File: src/rtl/rt_fifo_arb_pkg.sv
// Shared types and constants for the round-robin Fifo write arbiter.
// Optional statistics counters are enabled by defining FIFO_ARB_STATS_EN.
package rt_fifo_arb_pkg;

   typedef enum logic {ARB_IDLE, ARB_HOLD} arb_state_t;

   localparam int unsigned STAT_W = 16;

   function automatic logic [STAT_W-1:0] sat_inc(input logic [STAT_W-1:0] v);
      return (v == '1) ? v : v + 1'b1;
   endfunction

endpackage

File: src/rtl/fifo_write_arbiter_picker.sv
// Combinational round-robin picker: rotate req so rr_ptr sits at bit 0,
// find the first set bit, then rotate the index back.
module rr_priority_picker #(
   parameter int unsigned NUM_REQ = 4,
   parameter int unsigned IDX_W   = $clog2(NUM_REQ)
) (
   input  logic [NUM_REQ-1:0] req,
   input  logic [IDX_W-1:0]   rr_ptr,
   output logic [NUM_REQ-1:0] gnt,
   output logic [IDX_W-1:0]   idx,
   output logic               any
);

   logic [2*NUM_REQ-1:0] dbl;
   logic [NUM_REQ-1:0]   rot;
   logic [IDX_W-1:0]     ofs;
   logic [IDX_W:0]       sum;

   always_comb begin
      dbl = {req, req} >> rr_ptr;
      rot = dbl[NUM_REQ-1:0];
      any = |rot;
      ofs = '0;
      // scan downwards so the lowest set bit is the last one written
      for (int unsigned k = NUM_REQ; k > 0; k--) begin
         if (rot[k-1]) ofs = IDX_W'(k - 1);
      end
      sum = {1'b0, rr_ptr} + {1'b0, ofs};
      if (sum >= (IDX_W+1)'(NUM_REQ)) sum = sum - (IDX_W+1)'(NUM_REQ);
      idx = sum[IDX_W-1:0];
      gnt = '0;
      if (any) gnt[idx] = 1'b1;
   end

endmodule

File: src/rtl/fifo_write_arbiter.sv
// Round-robin arbiter sharing one Fifo write port between NUM_REQ producers.
// Define FIFO_ARB_STATS_EN to add grant_count / stall_cycles counter ports.
module fifo_write_arbiter
   import rt_fifo_arb_pkg::*;
#(
   parameter int unsigned NUM_REQ = 4,
   parameter int unsigned WIDTH   = 32
) (
   input  logic                            clk,
   input  logic                            rst,
   input  logic [NUM_REQ-1:0]              req,
   input  logic [NUM_REQ-1:0][WIDTH-1:0]   req_data,
   output logic [NUM_REQ-1:0]              grant,
   output logic                            fifo_wr_en,
   output logic [WIDTH-1:0]                fifo_wr_data,
   input  logic                            fifo_full,
   input  logic                            fifo_almost_full
`ifdef FIFO_ARB_STATS_EN
   ,
   output logic [NUM_REQ-1:0][STAT_W-1:0]  grant_count,
   output logic [STAT_W-1:0]               stall_cycles
`endif
);

   localparam int unsigned IDX_W = $clog2(NUM_REQ);

   arb_state_t         state_q, state_d;
   logic               out_valid, can_grant, take, pick_any;
   logic [NUM_REQ-1:0] pick_gnt;
   logic [IDX_W-1:0]   pick_idx, rr_ptr;

   rr_priority_picker #(
      .NUM_REQ (NUM_REQ),
      .IDX_W   (IDX_W)
   ) u_picker (
      .req    (req),
      .rr_ptr (rr_ptr),
      .gnt    (pick_gnt),
      .idx    (pick_idx),
      .any    (pick_any)
   );

   always_comb begin
      out_valid = (state_q == ARB_HOLD);
      can_grant = pick_any & ~fifo_almost_full & ~rst;
      state_d   = state_q;
      take      = 1'b0;
      case (state_q)
         ARB_IDLE: begin
            if (can_grant) begin
               take    = 1'b1;
               state_d = ARB_HOLD;
            end
         end
         ARB_HOLD: begin
            if (!fifo_full) begin
               if (can_grant) take = 1'b1;
               else           state_d = ARB_IDLE;
            end
         end
      endcase
      grant = take ? pick_gnt : '0;
      // a word still held when rst is sampled must never reach the Fifo
      fifo_wr_en = out_valid & ~fifo_full & ~rst;
   end

   always_ff @(posedge clk) begin
      if (rst) begin
         state_q      <= ARB_IDLE;
         fifo_wr_data <= '0;
         rr_ptr       <= '0;
      end else begin
         state_q <= state_d;
         if (take) begin
            fifo_wr_data <= req_data[pick_idx];
            rr_ptr       <= (pick_idx == IDX_W'(NUM_REQ - 1)) ? '0 : pick_idx + 1'b1;
         end
      end
   end

`ifdef FIFO_ARB_STATS_EN
   always_ff @(posedge clk) begin
      if (rst) begin
         grant_count  <= '0;
         stall_cycles <= '0;
      end else begin
         for (int unsigned i = 0; i < NUM_REQ; i++) begin
            if (grant[i]) grant_count[i] <= sat_inc(grant_count[i]);
         end
         if (out_valid & fifo_full) stall_cycles <= sat_inc(stall_cycles);
      end
   end
`else
   // no statistics counters in this build
`endif

endmodule
File: config.mk
export PLATFORM = sky130hd
export DESIGN_NAME = fifo_write_arbiter
export DESIGN_NICKNAME = d
export VERILOG_FILES = /design/src/rtl/rt_fifo_arb_pkg.sv /design/src/rtl/fifo_write_arbiter_picker.sv /design/src/rtl/fifo_write_arbiter.sv
export SDC_FILE = /design/constraint.sdc
export NUM_CORES = 1
export LEC_CHECK = 0
export CAP_MARGIN = 20
export CORE_ASPECT_RATIO = 1.5
export CORE_UTILIZATION = 42
export CTS_BUF_LIST = sky130_fd_sc_hd__clkbuf_2
export DETAILED_ROUTE_END_ITERATION = 16
export GPL_TIMING_DRIVEN = 0
export PLACE_DENSITY = 0.88
export SLEW_MARGIN = 30
export SYNTH_ARGS = -nofsm -noshare
export SYNTH_HDL_FRONTEND = slang
export SYNTH_SLANG_ARGS = --single-unit
File: constraint.sdc
create_clock -name clk -period 5.05 [get_ports clk]
set_clock_uncertainty 0.05 [all_clocks]
set_input_delay 1.01 -clock clk [delete_from_list [all_inputs] [get_ports clk]]
set_output_delay 1.01 -clock clk [all_outputs]
set_load 0.1 [all_outputs]
==> out/results.ini <==
[outcome]
status = completed

[power_and_ir_drop]
p_comb_share_pct = 83.0
power_frac_clock_pct = 3.8
p_int_w = 0.00138
power_density_mw_per_mm2 = 668
ir_worst_vdd_uv = 515
p_leak_nw = 2.07
switching_power_w = 0.00212
swShare_pct = 60.5
sequentialPowerShare_pct = 13.2

[final_layout]
fin_util_pct = 68.6
fin_nets = 829
area_delta_synth_final_pct = 56.6
final_cell_mix = clkdlybuf4s50_1 (164), nand2_1 (161), a21oi_1 (100)
drive_gt1_share_pct = 14.8
final_area_mm2 = 0.00525
final_common_cell = clkdlybuf4s50_1
antenna_cells = 0

[drt]
antenna_left = 0
drtPass1Iterations = 5
remaining_drc_errors = 0
drt-initial-drc-count = 394
via_per_inst = 5.71
totalWireLength_um = 13000
route.detailed.wl_per_inst_um = 16.4
vias = 4528

[floorplanning]
dieArea_mm2 = 0.00835
rows = 39
core_area_mm2 = 0.00766
die_h_um = 111
pin_count = 173
die_x_um = 75.0
initial_core_util_pct = 43.8

[synth]
synthesis.nets = 653
yosys_warnings = 0
ys_types = 34
syn_inst = 515
ys.flop_type = dfxtp_1
ys_async_sr_fraction_pct = 0
ys_seq_area_share_pct = 20.9
synth_edf_count = 0
synthesis.area_mm2 = 0.00335
avgSynthCellArea_um2 = 6.51
synth-seq-cells = 35

[placement]
io_buffers = 171
dpl_cell_area_mm2 = 0.00521
dp_hpwl_um = 9920
place_congestion = 0.922

[cts]
cts_buffers = 5
holdBufCountCts = 0
clock_path_buffers = 2
cts_tree = yes
clkTransAtPathRegs_ns = 0.20
cts-htree-levels = 2
insertion_delay_ns = 0.42
cts-root-buf = clkbuf_2
cts_sinks = 35

[global_routing]
antenna_found_initial = 0
grt_max_degree = 20
top_usage_layer = met2
grt_pass1_wl_um = 20200
use_met2_pct = 54.8
global_route.usage.met1_pct = 32.3
grt_overflow_total = 0
use_met3_pct = 5.43
grt_pass1_vias = 4468
grt_usage_pct = 30.7

[sta]
fmax_ghz = 0.216
slew_headroom_pct = 30.6
period_share_pct = 91.7
rsz0062_at_grt = no
timing.final.crit_period_ns = 4.63
setup_violations = 0
slew_viol_final = 0
hold_viol_final = 0
worst_pin_slew_ns = 1.04

[setup_path]
arrival_ns = 3.57
critPathMaxFanout = 19
start_kind = input pin
crit_type = in -> out
required_ns = 3.99
cp-end-kind = output port

[flow_run]
maxCapViolCount = 0

[hold_path]
hold_path.class = reg -> reg

-- logic make-up (layout without fill, tap and decap cells) --
kind of cell	count (synthesis)	after routing	share of synthesized area [%]
DFF	35	35	20.9
muxes	66	66	22.1
xor gates and xnor gates	2	2	0.522
and+or+nand+nor	219	219	27.2
buffers and inverters	48	224	6.31
adders and majority gates	2	2	0.746
AOI/OAI and AO/OA	143	143	22.3
-- synth_stat cells, drive strengths merged (2+ instances only) --
master,n,area share [%]
dfxtp,35,21
nor3,33,4.9
o21ai,33,4.9
buf,26,3.8
o21a,2,0.45
nor3b,2,0.45
o211ai,2,0.45
nor2,14,1.6
a21o,2,0.45
nor4b,2,0.52
a21oi,101,15
nor4,2,0.56
mux2,64,21
nand2,161,18
ha,2,0.75
mux2i,2,0.60
clkbuf,21,2.4
-- flip-flops by register name, indices dropped and copies added, names as in the netlist --
name          flops
fifo_wr_data     32
out_valid         1
rr_ptr            2
-- critical path: stages --
cell	delay, ns
dlymetal6s2s_1	0.23
nor2_1	0.09
or4_1	0.41
o2111ai_1	0.13
ha_1	0.25
xor2_1	0.25
buf_6	0.23
a21oi_1	0.13
or2_1	0.29
ha_1	0.20
inv_1	0.07
nor2_2	0.04
buf_4	0.24
-- power by group through the flow --
stage                     Clock (W)  Sequential, W  Combinational (W)
after global placement            0       0.000466            0.00280
after CTS                  0.000135       0.000462            0.00286
after detailed placement          0       0.000469            0.00286
after global routing       0.000140       0.000474            0.00306
final                      0.000134       0.000464            0.00291
after floorplan                   0        0.00125            0.00136
-- per-layer routing --
| metal | vias to the layer above | part of all wire, % | routed length, um |
|---|---|---|---|
| met5 | - | 0 | 0 |
| met4 | 0 | 4.5 | 589 |
| met3 | 59 | 8.4 | 1090 |
| met2 | 288 | 51 | 6640 |
| met1 | 2053 | 36 | 4700 |
| li1 | 2128 | - | - |
-- final timing paths --
| kind | startpoint | cells past startpoint | slack, ns | endpoint |
|---|---|---|---|---|
| worst min register to register | fifo_wr_data[2] | 2 | 0.41 | fifo_wr_data[2] |
| worst min-delay path | fifo_wr_data[2] | 2 | 0.41 | fifo_wr_data[2] |
| worst max-delay path | req[1] | 13 | 0.42 | grant[3] |
| worst max register to register | rr_ptr[0] | 12 | 1.75 | fifo_wr_data[27] |
-- what timing repair did --
action | in CTS | in global routing
gates resized for setup | 25 | 9
setup buffers | 0 | 0
endpoints found under the setup margin | 4 | 3
-- per-stage QoR --
stage / setup slack [ns] / power, W / std cells / TNS [ns] / hold WS (ns)
floorplan: -0.509 / 0.00261 / 515 / -1.00 / 0.445
detailed placement: -1.22 / 0.00332 / 788 / -4.30 / 0.391
CTS: 0.0142 / 0.00346 / 793 / 0 / 0.414
finish: 0.420 / 0.00351 / 793 / 0 / 0.411
global route: 0.226 / 0.00368 / 793 / 0 / 0.436
global placement: -1.08 / 0.00327 / 788 / -3.80 / 0.386
-- layout make-up --
| cell class | instances | area (um2) |
|---|---|---|
| Fill cell | 677 | 2410 |
| Buffer | 45 | 209 |
| Sequential cell | 35 | 701 |
| Timing Repair Buffer | 171 | 1710 |
| Multi-Input combinational cell | 432 | 2470 |
| Clock buffer | 5 | 25.0 |
| Tap cell | 102 | 128 |
| Clock inverter | 2 | 8.76 |
| Inverter | 1 | 3.75 |
Power figures use the tool's default switching activity.
